## src/rtl/hazard_ctrl.sv

```systemverilog
// hazard_ctrl: stall/forward scheduler for the F/D/E/M/W pipeline, driven by a
// registered E/M/W shadow. Define HAZARD_MDU_STALL_EN to add the mult/div busy interlock.
module hazard_ctrl #(
  parameter int RW  = 5,
  parameter int ICW = 4
) (
  input  logic           clk,
  input  logic           reset_n,
  input  logic [ICW-1:0] ic_d,
  input  logic [RW-1:0]  a1_d,
  input  logic [RW-1:0]  a2_d,
  input  logic [RW-1:0]  a3_d,
`ifdef HAZARD_MDU_STALL_EN
  input  logic           md_start,
  input  logic           md_div,
  input  logic           md_use_d,
`endif
  output logic           stall,
  output logic [1:0]     fwd_rs_d,
  output logic [1:0]     fwd_rt_d,
  output logic [1:0]     fwd_rs_e,
  output logic [1:0]     fwd_rt_e,
  output logic [1:0]     fwd_rt_m
);

  localparam logic [ICW-1:0] IC_NOP   = ICW'(0);
  localparam logic [ICW-1:0] IC_CAL_R = ICW'(1);
  localparam logic [ICW-1:0] IC_CAL_I = ICW'(2);
  localparam logic [ICW-1:0] IC_LOAD  = ICW'(3);
  localparam logic [ICW-1:0] IC_STORE = ICW'(4);
  localparam logic [ICW-1:0] IC_B     = ICW'(5);
  localparam logic [ICW-1:0] IC_J     = ICW'(6);
  localparam logic [ICW-1:0] IC_JR    = ICW'(7);
  localparam logic [ICW-1:0] IC_JAL   = ICW'(8);
  localparam logic [ICW-1:0] IC_JALR  = ICW'(9);

  localparam logic [1:0] FWD_RF  = 2'd0;
  localparam logic [1:0] FWD_M   = 2'd1;
  localparam logic [1:0] FWD_W   = 2'd2;
  localparam logic [1:0] FWD_PC8 = 2'd3;

  // E stage keeps the full record; M and W keep only what the selects consume
  // (W Tnew is always zero, so it is not stored).
  logic [ICW-1:0] e_ic_reg, e_ic_next;
  logic [RW-1:0]  e_a1_reg, e_a1_next;
  logic [RW-1:0]  e_a2_reg, e_a2_next;
  logic [RW-1:0]  e_a3_reg, e_a3_next;
  logic [1:0]     e_tnew_reg, e_tnew_next;
  logic [RW-1:0]  m_a2_reg, m_a3_reg;
  logic [1:0]     m_tnew_reg, m_tnew_next;
  logic [RW-1:0]  w_a3_reg;

  logic [1:0]         use_src;
  logic [1:0][1:0]    tuse_src;
  logic [1:0]         tnew_d;
  logic               writes_d;
  logic [1:0][RW-1:0] src_d;
  logic [1:0][RW-1:0] src_e;
  logic [1:0]         haz;
  logic [1:0][1:0]    fwd_d;
  logic [1:0][1:0]    fwd_e;
  logic               e_link;
  logic               md_stall;

  // Per-class source usage, Tuse and the Tnew the instruction carries into E.
  always_comb begin
    use_src     = 2'b00;
    tuse_src[0] = 2'd0;
    tuse_src[1] = 2'd0;
    tnew_d      = 2'd0;
    writes_d    = 1'b0;
    case (ic_d)
      IC_CAL_R: begin
        use_src     = 2'b11;
        tuse_src[0] = 2'd1;
        tuse_src[1] = 2'd1;
        tnew_d      = 2'd1;
        writes_d    = 1'b1;
      end
      IC_CAL_I: begin
        use_src     = 2'b01;
        tuse_src[0] = 2'd1;
        tnew_d      = 2'd1;
        writes_d    = 1'b1;
      end
      IC_LOAD: begin
        use_src     = 2'b01;
        tuse_src[0] = 2'd1;
        tnew_d      = 2'd2;
        writes_d    = 1'b1;
      end
      IC_STORE: begin
        use_src     = 2'b11;
        tuse_src[0] = 2'd1;
        tuse_src[1] = 2'd2;
      end
      IC_B: begin
        use_src     = 2'b11;
      end
      IC_JR: begin
        use_src     = 2'b01;
      end
      IC_JAL: begin
        writes_d    = 1'b1;
      end
      IC_JALR: begin
        use_src     = 2'b01;
        writes_d    = 1'b1;
      end
      IC_NOP, IC_J: begin
        use_src     = 2'b00;
      end
      default: begin
        use_src     = 2'b00;
      end
    endcase
  end

  assign src_d[0] = a1_d;
  assign src_d[1] = a2_d;
  assign src_e[0] = e_a1_reg;
  assign src_e[1] = e_a2_reg;
  assign e_link   = (e_ic_reg == IC_JAL) || (e_ic_reg == IC_JALR);

  generate
    for (genvar gi = 0; gi < 2; gi++) begin : g_src
      logic live_d, live_e;
      logic hit_e_d, hit_m_d, hit_w_d;
      logic hit_m_e, hit_w_e;

      assign live_d  = (src_d[gi] != '0);
      assign live_e  = (src_e[gi] != '0);
      assign hit_e_d = live_d && (e_a3_reg == src_d[gi]);
      assign hit_m_d = live_d && (m_a3_reg == src_d[gi]);
      assign hit_w_d = live_d && (w_a3_reg == src_d[gi]);
      assign hit_m_e = live_e && (m_a3_reg == src_e[gi]);
      assign hit_w_e = live_e && (w_a3_reg == src_e[gi]);

      // A producer that is still too far from its result for this consumer.
      assign haz[gi] = use_src[gi] &&
                       ((hit_e_d && (e_tnew_reg > tuse_src[gi])) ||
                        (hit_m_d && (m_tnew_reg > tuse_src[gi])));

      assign fwd_d[gi] = (hit_e_d && e_link && (e_tnew_reg == 2'd0)) ? FWD_PC8 :
                         (hit_m_d && (m_tnew_reg == 2'd0))           ? FWD_M   :
                         hit_w_d                                      ? FWD_W   :
                                                                        FWD_RF;

      assign fwd_e[gi] = (hit_m_e && (m_tnew_reg == 2'd0)) ? FWD_M :
                         hit_w_e                            ? FWD_W :
                                                              FWD_RF;
    end
  endgenerate

`ifdef HAZARD_MDU_STALL_EN
  logic [3:0] busy_reg, busy_next;

  always_comb begin
    busy_next = busy_reg;
    if (md_start) begin
      busy_next = md_div ? 4'd10 : 4'd5;
    end else if (busy_reg != 4'd0) begin
      busy_next = busy_reg - 4'd1;
    end
  end

  always_ff @(posedge clk or negedge reset_n) begin
    if (!reset_n) begin
      busy_reg <= 4'd0;
    end else begin
      busy_reg <= busy_next;
    end
  end

  assign md_stall = reset_n && md_use_d && (md_start || (busy_reg != 4'd0));
`else
  assign md_stall = 1'b0;
`endif

  assign stall    = (|haz) || md_stall;
  assign fwd_rs_d = fwd_d[0];
  assign fwd_rt_d = fwd_d[1];
  assign fwd_rs_e = fwd_e[0];
  assign fwd_rt_e = fwd_e[1];
  assign fwd_rt_m = ((m_a2_reg != '0) && (w_a3_reg == m_a2_reg)) ? FWD_W : FWD_RF;

  // Non-writing classes enter E with A3 cleared so they can never match.
  always_comb begin
    e_ic_next   = ic_d;
    e_a1_next   = a1_d;
    e_a2_next   = a2_d;
    e_a3_next   = writes_d ? a3_d : '0;
    e_tnew_next = tnew_d;
    if (stall) begin
      e_ic_next   = '0;
      e_a1_next   = '0;
      e_a2_next   = '0;
      e_a3_next   = '0;
      e_tnew_next = 2'd0;
    end
  end

  assign m_tnew_next = (e_tnew_reg != 2'd0) ? (e_tnew_reg - 2'd1) : 2'd0;

  always_ff @(posedge clk or negedge reset_n) begin
    if (!reset_n) begin
      e_ic_reg   <= '0;
      e_a1_reg   <= '0;
      e_a2_reg   <= '0;
      e_a3_reg   <= '0;
      e_tnew_reg <= 2'd0;
      m_a2_reg   <= '0;
      m_a3_reg   <= '0;
      m_tnew_reg <= 2'd0;
      w_a3_reg   <= '0;
    end else begin
      e_ic_reg   <= e_ic_next;
      e_a1_reg   <= e_a1_next;
      e_a2_reg   <= e_a2_next;
      e_a3_reg   <= e_a3_next;
      e_tnew_reg <= e_tnew_next;
      m_a2_reg   <= e_a2_reg;
      m_a3_reg   <= e_a3_reg;
      m_tnew_reg <= m_tnew_next;
      w_a3_reg   <= m_a3_reg;
    end
  end

endmodule

```

## config.mk

```make
export PLATFORM = sky130hd
export DESIGN_NAME = hazard_ctrl
export DESIGN_NICKNAME = d
export VERILOG_FILES = /design/src/rtl/hazard_ctrl.sv
export SDC_FILE = /design/constraint.sdc
export NUM_CORES = 1
export LEC_CHECK = 0
export ABC_AREA = 1
export BUFFER_PORTS_ARGS = -buffer_cell sky130_fd_sc_hd__buf_2
export CAP_MARGIN = 10
export CORE_MARGIN = 3
export CORE_UTILIZATION = 31
export DETAILED_ROUTE_END_ITERATION = 7
export GPL_ROUTABILITY_DRIVEN = 0
export PLACE_DENSITY_LB_ADDON = 0.08
export SETUP_SLACK_MARGIN = 0.05
export SLEW_MARGIN = 20
export SYNTH_ARGS = -nofsm -noshare
export SYNTH_HDL_FRONTEND = slang
export SYNTH_SLANG_ARGS = --single-unit
```

## constraint.sdc

```tcl
create_clock -name clk -period 1.74 [get_ports clk]
set_input_delay 0.174 -clock clk [delete_from_list [all_inputs] [get_ports clk]]
set_output_delay 0.174 -clock clk [all_outputs]
set_load 0.02 [all_outputs]
```

==> out/qor_table.md, run 1 <==
| Item | This run | Unit |
|:---|:---|:---|
| Area of the mapped netlist | 0.002330 | mm2 |
| Initial Util | 0.3319 | - |
| Flops & latches, synth | 37 | - |
| Required time reported for the critical path endpoint | 1.57 | ns |
| Clock tree from TritonCTS | yes | - |
| Number of buffers inserted during clock tree synthesis | 5 | - |
| Count of endpoints failing hold in the final timing report | 0 | - |
| Grt ovf | 0 | - |
| Cell depth of the worst flop-to-flop path | 10 | - |
| Overall routing resource usage | 0.1468 | - |
| CORE AREA | 0.007019 | mm2 |
| Combinational family with the most area after synthesis | simple AND/OR/NAND/NOR gates | - |
| Worst path slowest cell | dfrtp_2 | - |
| Outcome | finished with violations | - |
| # rows | 30 | - |
| Largest net degree at the start of global routing | 23 | - |
| Async set-or-reset flop fraction in the synthesized netlist | 1.000 | - |
| Total nets after synthesis | 314 | - |
| Crit path depth | 7 | - |
| Routed Wire Length | 6207 | um |
| Clock Latency Late Sink | 0.29 | ns |
| Achievable clock frequency | 564.8 | MHz |
| Mux share of post-synthesis cell area | 0 | - |
| Max-slew violations | 0 | - |
| Die height | 92.69 | um |
| Post-Synth Adder-Cell Area | 0.03222 | - |
| Top area cells in the synthesized netlist | dfrtp_1 (40%), nand2_1 (9.3%), xnor2_1 (8.6%) | - |
| Crit path setup slack, layout | -0.03068 | ns |
| Worst Hold Depth | 3 | - |
| Kind of cell with the highest combined delay on the critical path | simple AND/OR/NAND/NOR gates | - |
| Area share of and/or/nand/nor cells after synthesis | 0.2809 | - |
| Cells after Synth | 287 | - |
| Maximum clock path buffer count | 2 | - |
| Count of TritonRoute iterations in the first routing pass | 4 | - |
| Placed insts | 420 | - |
| Setup repair after global routing missed its margin | true | - |
| Via Count | 1,968 | - |
| Fraction of layout cells with a size suffix above 1 | 0.4094 | - |
| Post-placement worst setup slack | -0.08643 | ns |
| Number of distinct library cell variants in the gate-level netlist after synthesis | 28 | - |
| CP Buf/Inv Count | 1 | - |
| PwrDens | 646.6 | mW/mm2 |
| Count of boundary I/O pins | 32 | - |
| Antenna violations before repair | 0 | - |
| Final layout net count | 369 | - |
| Xor and xnor fraction of the mapped netlist area | 0.1504 | - |
| Clock transition at path regs | 0.08 | ns |
| Clock sink count | 37 | - |
| Count of antenna diodes in the layout | 0 | - |
| Worst path most repeated cell | nand2_1 | - |
| Horizontal die dimension | 92.69 | um |
| Leak Pwr | 1.505 | nW |
| Finished Layout Cells | 438 | - |
| Share of the synthesized area in compound gates (AO/OA/AOI/OAI) | 0.04082 | - |
| Initial DRC count | 61 | - |
| Via count of the first global-routing pass | 1,988 | - |
| Largest voltage drop on the vdd net | 0.0002655 | V |
| First-pass GRT wire length | 9763 | um |
| Highest net fanout along the worst path | 5 | - |
| Synth top area share | 0.3974 | - |
| Finish-stage setup viols | 5 | - |
| Cell type with the highest aggregate area in the netlist | dfrtp_1 | - |
| Number of levels in the clock H-tree | 2 | - |
| CP arrival | 1.60 | ns |
| Period Utilization, post-route | 1.018 | - |
| Delay of the slowest cell on the worst path | 0.46 | ns |
| Average size of a mapped cell | 8.118 | um2 |
| Violated checks | setup timing | - |
| Transition time of the tightest slew-check pin | 0.5168 | ns |
| Full die area | 0.008591 | mm2 |
| Clock period minus final worst setup slack | 1.771 | ns |
| Worst clock skew | 0.006593 | ns |
| Via density per instance | 4.493 | - |
| Root Driver | clkbuf_8 | - |
| Port-buffer cells | 30 | - |
| Worst slew margin relative to its limit | 0.6555 | - |
| Max-cap check violation count | 0 | - |
| Crit-path cells | xnor2_1, nand2_1, nor2_2, nand4_1, nand2_1, nand2_1, buf_2 | - |
| Post-route setup TNS | -0.1162 | ns |
| Detailed-placement wirelength estimate | 4615 | um |
| Final design instance area without fill | 0.003178 | mm2 |
| Post-route DRC | 0 | - |
| Type of the most critical hold path | input port to register | - |
| Area growth, synth to finish | 36.41 | % |
| Worst hold margin | 0.1373 | ns |
| Startpoint-to-endpoint class of the critical path | register to output port | - |
| Number of synthesis warnings | 0 | - |
| Sequential fraction of the synthesis area | 0.3974 | - |
| Worst setup EP type | output port | - |
| Type of origin of the critical path | register | - |
| Placed standard-cell area | 0.002673 | mm2 |
| Dominant synthesized flop cell | dfrtp_1 | - |
| Post-synth EDFFs | 0 | - |
| Count of antenna-violating nets left after detailed routing | 0 | - |
| Mean routed wirelength per cell | 14.17 | um |
## through the flow
stage,utilization,total power [mW]
3_5_place_dp,0.3807,1.354
3_3_place_gp,0.3807,1.356
5_1_grt,0.4528,2.179
6_report,0.4528,2.055
4_1_cts,0.4128,2.015
2_1_floorplan,-,1.209
## worst reg2reg max path, cell delays in order (launching register included)
cell,delay (ns)
dfrtp_1,0.44
ha_4,0.31
a21oi_2,0.06
a21oi_2,0.10
nand3_1,0.07
nand2_1,0.07
nand2_2,0.07
nand2_4,0.07
buf_8,0.14
clkbuf_16,0.17
nor2_4,0.03
## layout by cell type, fill, tap and decap left out, drive strengths merged, types with 7 or more instances in the layout
cell,n
nand2,61
xor2,17
nor2,43
a21oi,8
buf,56
nand4,7
inv,35
dfrtp,37
o21ai,8
nand3,14
clkbuf,8
xnor2,23
## per-layer routing
layer  up-vias  GRT usage  wire length, um
li1       1000          -                -
met1       919     0.1820             2715
met2        38     0.2538             3124
met3        11    0.03331              234
met4         0    0.04396              131
met5         -          0                0
## power by group
part           internal [mW]  leakage [nW]  switching [mW]
registers              0.906         0.454          0.0575
logic                  0.217          1.01           0.245
clock network          0.313        0.0433           0.316
total                   1.44          1.51           0.618
## cells in the mapped netlist, types with 5 or more instances
| cell | number |
|---|---|
| xor2_1 | 17 |
| nand2_1 | 58 |
| nor4_1 | 5 |
| inv_2 | 9 |
| nor2_1 | 23 |
| ha_1 | 6 |
| xnor2_1 | 23 |
| a21oi_1 | 8 |
| o21ai_0 | 8 |
| nand3_1 | 14 |
| dfrtp_1 | 37 |
| clkbuf_1 | 5 |
| nand4_1 | 7 |
| nor3_1 | 5 |
| inv_1 | 26 |
| nor2_2 | 19 |
## repair_timing
item,in CTS,in global routing
hold buffers,1,0
endpoints found under the setup margin,10,30
pin swaps,13,28
gates resized for setup,32,47
setup buffers,5,3
gates cloned,0,2
hold endpoints to repair,20,0
## final cells by class
| type | count | area, um2 |
|---|---|---|
| Sequential cell | 37 | 935.9 |
| Clock buffer | 6 | 82.58 |
| Inverter | 35 | 131.4 |
| Tap cell | 96 | 120.1 |
| Multi-Input combinational cell | 204 | 1400 |
| Fill cell | 717 | 3841 |
| Clock inverter | 1 | 7.507 |
| Timing Repair Buffer | 59 | 500.5 |
## logic make-up (layout without fill, tap and decap cells)
family / after synthesis / in the layout
flops: 37 / 37
simple gates: 139 / 139
xor+xnor: 40 / 40
compound gates: 18 / 18
fa+ha+maj: 6 / 6
other cells: 1 / 1
buf+inv: 46 / 101
## worst paths after layout
kind | startpoint | end | slack [ns]
max | m_a3_reg[1] | fwd_rt_d[1] | -0.03
min | a3_d[0] | e_a3_reg[0] | 0.14
max reg2reg | m_tnew_reg[1] | e_ic_reg[1] | 0.11
min reg2reg | e_a2_reg[2] | m_a2_reg[2] | 0.43
max in group asynchronous | reset_n | m_a3_reg[3] | 0.82
min in group asynchronous | reset_n | m_a2_reg[1] | 0.38
Note: power is estimated with default switching activity, not from simulation.
==> inputs of run 2 (changes only) <==
==> constraint.sdc (replaced) <==
create_clock -name clk -period 1.9 [get_ports clk]
set_input_delay 0.19 -clock clk [delete_from_list [all_inputs] [get_ports clk]]
set_output_delay 0.19 -clock clk [all_outputs]
set_load 0.02 [all_outputs]
==> run 2 against run 1 <==
The run now ends clean. Register-to-register slack better by 0.17 ns. Critical endpoint is now stall. Routed wire length is 6.0% lower. Largest cell class unchanged. Worst hold slack worse by 0.0089 ns. Via count down 2.1%. Global-route usage down 0.19 points. Count of clock-buffer cells in the layout did not move. Combinational power fell by 19%. Sequential share of layout area rose by 2.2 points. Clock power fell by 14%. Critical path depth increased by 1. Largest power group unchanged. Utilization is 3.0 points lower. Sequential power is 7.6% lower.
==> out/qor_table.md, run 2 (synthesis gave the netlist of run 1 again) <==
| Item | This run | Unit | vs previous |
|:---|:---|:---|:---|
| Outcome | complete, no violations | - |  |
| Highest net fanout along the worst path | 4 | - | -1 |
| Worst clock skew | 0.009953 | ns | +0.003360 ns |
| Post-route setup TNS | 0 | ns | +0.1162 ns |
| Clock sink count | 37 | - | unchanged |
| PwrDens | 609.7 | mW/mm2 | -5.7% |
| Period Utilization, post-route | 0.9405 | - |  |
| Full die area | 0.008591 | mm2 | unchanged |
| Worst slew margin relative to its limit | 0.6171 | - | -0.03839 |
| Finished Layout Cells | 431 | - | -1.6% |
| Clock transition at path regs | 0.07 | ns | about the same |
| Via count of the first global-routing pass | 1,962 | - | -1.3% |
| Antenna violations before repair | 0 | - | unchanged |
| Via density per instance | 4.469 | - | -0.54% |
| Critical path launch point | e_tnew_reg[0] | - |  |
| Fraction of layout cells with a size suffix above 1 | 0.4060 | - | -0.003387 |
| Max-slew violations | 0 | - | unchanged |
| Largest net degree at the start of global routing | 27 | - | +17% |
| Root Driver | clkbuf_8 | - |  |
| Initial DRC count | 33 | - | -46% |
| Mean routed wirelength per cell | 13.54 | um | -4.5% |
| Initial Util | 0.3319 | - | unchanged |
| # rows | 30 | - | unchanged |
| Max-cap check violation count | 0 | - | unchanged |
| Transition time of the tightest slew-check pin | 0.5744 | ns | +0.05759 ns |
| Number of levels in the clock H-tree | 2 | - | unchanged |
| Maximum clock path buffer count | 2 | - | unchanged |
| Number of buffers inserted during clock tree synthesis | 5 | - | unchanged |
| Required time reported for the critical path endpoint | 1.71 | ns | +0.14 ns |
| Count of TritonRoute iterations in the first routing pass | 4 | - | unchanged |
| Final Total Pwr | 1.811 | mW | -12% |
| Routed Wire Length | 5835 | um | -6.0% |
| Most common cell after layout, fill and taps aside | nand2_1 | - |  |
| Clock Latency Late Sink | 0.29 | ns | about the same |
| Min-Delay Startpoint | a3_d[1] | - |  |
| Largest voltage drop on the vdd net | 0.0002216 | V | -17% |
| Type of origin of the critical path | register | - |  |
| Detailed-placement wirelength estimate | 4591 | um | -0.52% |
| Post-route DRC | 0 | - | unchanged |
| Leak Pwr | 1.414 | nW | -6.1% |
| Count of antenna-violating nets left after detailed routing | 0 | - | unchanged |
| Die height | 92.69 | um | unchanged |
| Number of inserted filler cells in the final layout | 740 | - | +3.2% |
| Achievable clock frequency | 559.6 | MHz |  |
| Final layout net count | 361 | - | -2.2% |
| Highest-count cells in the layout ignoring fill and taps | nand2_1 (55), dfrtp_1 (26), nor2_2 (25), buf_2 (25) | - |  |
| Startpoint-to-endpoint class of the critical path | register to output port | - |  |
| Placed insts | 413 | - | -1.7% |
| Count of boundary I/O pins | 32 | - | unchanged |
| Overall routing resource usage | 0.1449 | - | -0.001905 |
| Finish-stage setup viols | 0 | - | -5 |
| Horizontal die dimension | 92.69 | um | unchanged |
| First-pass GRT wire length | 9604 | um | -1.6% |
| Setup repair after global routing missed its margin | true | - |  |
| Clock period minus final worst setup slack | 1.787 | ns |  |
| Count of antenna diodes in the layout | 0 | - | unchanged |
| Count of endpoints failing hold in the final timing report | 0 | - | unchanged |
| CP arrival | 1.60 | ns | about the same |
| Worst setup EP type | output port | - |  |
| Grt ovf | 0 | - | unchanged |
| Area growth, synth to finish | 27.50 | % |  |
| Via Count | 1,926 | - | -2.1% |
| Port-buffer cells | 30 | - | unchanged |
| Utilization after layout | 0.4232 | - | -0.02959 |
| CORE AREA | 0.007019 | mm2 | unchanged |
| Worst reg2reg path startpoint | e_tnew_reg[0] | - |  |
| Type of the most critical hold path | input port to register | - |  |
| Clock tree from TritonCTS | yes | - |  |
## run 2: path summary, 6_finish.rpt
path	slack (ns)	depth (start not counted)	endpoint
worst max-delay path	0.11	8	stall
worst min-delay path	0.13	3	e_a3_reg[1]
worst max register to register	0.28	10	e_a1_reg[0]
worst min register to register	0.43	0	m_a2_reg[2]
max in group asynchronous	0.93	3	m_a3_reg[3]
min in group asynchronous	0.42	2	m_a2_reg[0]
## run 2: stage by stage
stage               hold slack (ns)  area [um2]  setup slack [ns]
global route                 0.1288        2970          0.004353
floorplan                   -0.1056        2336            0.2242
finish                       0.1284        2970            0.1130
global placement             0.2334        2608           0.02376
CTS                          0.1217        2730           0.01751
detailed placement           0.2258        2608           0.02763
## run 2: worst max-delay path, stage by stage (launching register included)
cell and delay [ns]:
dfrtp_1 0.35, inv_1 0.07, ha_1 0.31, a21oi_2 0.13
nand3_1 0.09, nand2_1 0.09, nand2_2 0.06, nand2_4 0.08
buf_6 0.11
## run 2: area by class of cell
cell class / instances / area [um2] / area share
clock buffer: 6 / 72.57 / 0.02443
tap: 96 / 120.1 / 0.04044
clock inverter: 2 / 15.01 / 0.005055
multi-input combinational: 204 / 1345 / 0.4528
inverter: 35 / 131.4 / 0.04423
timing repair buffer: 51 / 346.6 / 0.1167
sequential: 37 / 939.7 / 0.3163
## run 2: report_power, final
part,switching (mW),internal (mW),total (mW)
Combinational,0.206,0.171,0.377
Sequential,0.0601,0.830,0.890
Clock,0.285,0.258,0.544
Total,0.551,1.26,1.81
## run 2: layer usage
layer  wire (um)  vias up  global-route usage
met4          72        0             0.04274
li1            -      986                   -
met5           0        -                   0
met3         168        7             0.02843
met1        2607      904              0.1775
met2        2987       29              0.2568
## run 2: what timing repair did
action / 4_1_cts / 5_1_grt
resized for setup: 13 / 43
buffers inserted: 1 / 8
hold buffers: 1 / 0
gates cloned: 0 / 0
pin swaps: 1 / 13
endpoints found under the hold margin: 24 / 0
endpoints found under the setup margin: 7 / 10
==> inputs of run 3 (changes only) <==
--- a/config.mk
+++ b/config.mk
@@ -12,6 +12,7 @@
 export CORE_UTILIZATION = 31
 export DETAILED_ROUTE_END_ITERATION = 7
 export GPL_ROUTABILITY_DRIVEN = 0
+export MAX_ROUTING_LAYER = met4
 export PLACE_DENSITY_LB_ADDON = 0.08
 export SETUP_SLACK_MARGIN = 0.05
 export SLEW_MARGIN = 20
==> run 3 against run 2 <==
First-iteration DRC count stayed put. Global-route usage is 0.40 points higher. Die area stayed put. Register-to-register slack hardly changed. Via count is 0.16% higher. Clock power is 0.9% lower. Critical endpoint unchanged.
==> out/qor_table.md, run 3 (synthesis gave the netlist of run 1 again) <==
| Item | This run | Unit | vs previous |
|:---|:---|:---|:---|
| Outcome | complete, no violations | - |  |
| Clock period minus final worst setup slack | 1.787 | ns | +0.0002380 ns |
| CP Buf/Inv Count | 2 | - | unchanged |
| Placed insts | 413 | - | unchanged |
| Count of antenna-violating nets left after detailed routing | 0 | - | unchanged |
| Root Driver | clkbuf_8 | - |  |
| Max-cap check violation count | 0 | - | unchanged |
| Count of antenna diodes in the layout | 0 | - | unchanged |
| Most common cell after layout, fill and taps aside | nand2_1 | - |  |
| First-pass GRT wire length | 9611 | um | about the same |
| Crit path depth | 11 | - | +3 |
| Number of buffers inserted during clock tree synthesis | 5 | - | unchanged |
| Kind of cell with the highest combined delay on the critical path | simple AND/OR/NAND/NOR gates | - |  |
| Maximum clock path buffer count | 2 | - | unchanged |
| Transition time of the tightest slew-check pin | 0.5758 | ns | +0.001433 ns |
| Clock transition at path regs | 0.07 | ns | about the same |
| Startpoint-to-endpoint class of the critical path | input port to output port | - |  |
| Area growth, synth to finish | 27.66 | % |  |
| Mean routed wirelength per cell | 13.67 | um | +0.94% |
| Final Total Pwr | 1.807 | mW | -0.22% |
| Count of endpoints failing hold in the final timing report | 0 | - | unchanged |
| Clock sink count | 37 | - | unchanged |
| Post-route DRC | 0 | - | unchanged |
| Highest-count cells in the layout ignoring fill and taps | nand2_1 (55), dfrtp_1 (26), nor2_2 (25), buf_2 (25), inv_1 (21) | - |  |
| Worst path most repeated cell | nand2_2 | - |  |
| Crit-path cells | buf_2, nor2_2, nand3_2, nand2_2, ha_1, o21ai_0, nand3_1, nand2_1, nand2_2, nand2_4, buf_6 | - |  |
| Count of TritonRoute iterations in the first routing pass | 4 | - | unchanged |
| Antenna violations before repair | 0 | - | unchanged |
| Overall routing resource usage | 0.1489 | - | +0.003979 |
| Final layout net count | 361 | - | unchanged |
| Grt ovf | 0 | - | unchanged |
| Full die area | 0.008591 | mm2 | unchanged |
| Via count of the first global-routing pass | 1,962 | - | unchanged |
| CORE AREA | 0.007019 | mm2 | unchanged |
| Setup repair after global routing missed its margin | true | - |  |
| Delay of the slowest cell on the worst path | 0.22 | ns | -0.13 ns |
| Finish-stage setup viols | 0 | - | unchanged |
| Leak Pwr | 1.417 | nW | +0.22% |
| Type of the most critical hold path | input port to register | - |  |
| Cell depth of the worst flop-to-flop path | 10 | - | unchanged |
| # rows | 30 | - | unchanged |
| Worst clock skew | 0.01035 | ns | +0.0004017 ns |
| Port-buffer cells | 30 | - | unchanged |
| Area used by multi-input combinational logic | 0.001345 | mm2 | unchanged |
| Largest net degree at the start of global routing | 27 | - | unchanged |
| Via density per instance | 4.476 | - | +0.16% |
| Detailed-placement wirelength estimate | 4591 | um | unchanged |
| PwrDens | 607.6 | mW/mm2 | -0.35% |
| Via Count | 1,929 | - | +0.16% |
| Required time reported for the critical path endpoint | 1.71 | ns | about the same |
| Achievable clock frequency | 559.5 | MHz | about the same |
| Worst path slowest cell | ha_1 | - |  |
| Count of boundary I/O pins | 32 | - | unchanged |
| Initial DRC count | 33 | - | unchanged |
| Worst hold margin | 0.1313 | ns | +0.002894 ns |
| Number of inserted filler cells in the final layout | 740 | - | unchanged |
| Clock tree from TritonCTS | yes | - |  |
| Crit path setup slack, layout | 0.1128 | ns | -0.0002380 ns |
| Worst Hold Depth | 3 | - | unchanged |
| Number of levels in the clock H-tree | 2 | - | unchanged |
| Max-slew violations | 0 | - | unchanged |
| Largest voltage drop on the vdd net | 0.0002206 | V | -0.45% |
| Routed Wire Length | 5890 | um | +0.94% |
| Type of origin of the critical path | input port | - |  |
| Highest net fanout along the worst path | 6 | - | +2 |
| Die height | 92.69 | um | unchanged |
| Worst slew margin relative to its limit | 0.6161 | - | -0.0009550 |
| Fraction of layout cells with a size suffix above 1 | 0.4060 | - | unchanged |
| Finished Layout Cells | 431 | - | unchanged |
| Period Utilization, post-route | 0.9407 | - | about the same |
| Initial Util | 0.3319 | - | unchanged |
| CP arrival | 1.60 | ns | about the same |
| Clock Latency Late Sink | 0.29 | ns | about the same |
| Post-placement worst setup slack | 0.02763 | ns | unchanged |
| Horizontal die dimension | 92.69 | um | unchanged |
| Worst setup EP type | output port | - |  |
| Sequential standard cell area | 939.7 | um2 | unchanged |
## run 3: metrics by stage
stage / area (um2) / util / TNS [ns]
final: 2974 / 0.4237 / 0
after global placement: 2608 / 0.3715 / 0
after detailed placement: 2608 / 0.3715 / 0
after global routing: 2974 / 0.4237 / -0.006963
after floorplan: 2336 / - / 0
after CTS: 2730 / 0.3889 / 0
## run 3: worst paths after layout
check / from / end / slack, ns
max: ic_d[1] / stall / 0.11
min: a3_d[1] / e_a3_reg[1] / 0.13
max reg2reg: e_tnew_reg[0] / e_a1_reg[0] / 0.28
min reg2reg: e_a2_reg[2] / m_a2_reg[2] / 0.43
max in group asynchronous: reset_n / m_a3_reg[3] / 0.93
min in group asynchronous: reset_n / m_a2_reg[0] / 0.42
## run 3: area by class of cell
class | count | share of cell area
clock inverters | 2 | 0.005048
flip-flops and latches | 37 | 0.3159
repair buffers | 51 | 0.1178
well taps | 96 | 0.04039
clock buffers | 6 | 0.02440
multi-input cells | 204 | 0.4523
inverters | 35 | 0.04417
## run 3: repair_timing
| action | in CTS | in global routing |
|---|---|---|
| pin swaps | 1 | 14 |
| endpoints found under the hold margin | 24 | 0 |
| hold buffers | 1 | 0 |
| gates resized for setup | 13 | 44 |
| setup buffers | 1 | 8 |
| endpoints found under the setup margin | 7 | 10 |
## run 3: tightest hold or removal path, stage by stage
cell and delay [ns]:
buf_2 0.09, nand2_1 0.06, nor2_2 0.04
## run 3: report_power, final
part	total (mW)	internal (mW)	switching, mW	leakage, nW
Combinational	0.378	0.171	0.206	0.931
Clock	0.539	0.258	0.281	0.0374
Sequential	0.890	0.830	0.0600	0.449
## run 3: layer usage
layer,wire length (um),global-route usage,vias up
met3,169,0.02681,4
li1,-,-,985
met4,48,0.04274,0
met5,0,-,-
met1,2628,0.1786,909
met2,3042,0.2568,31
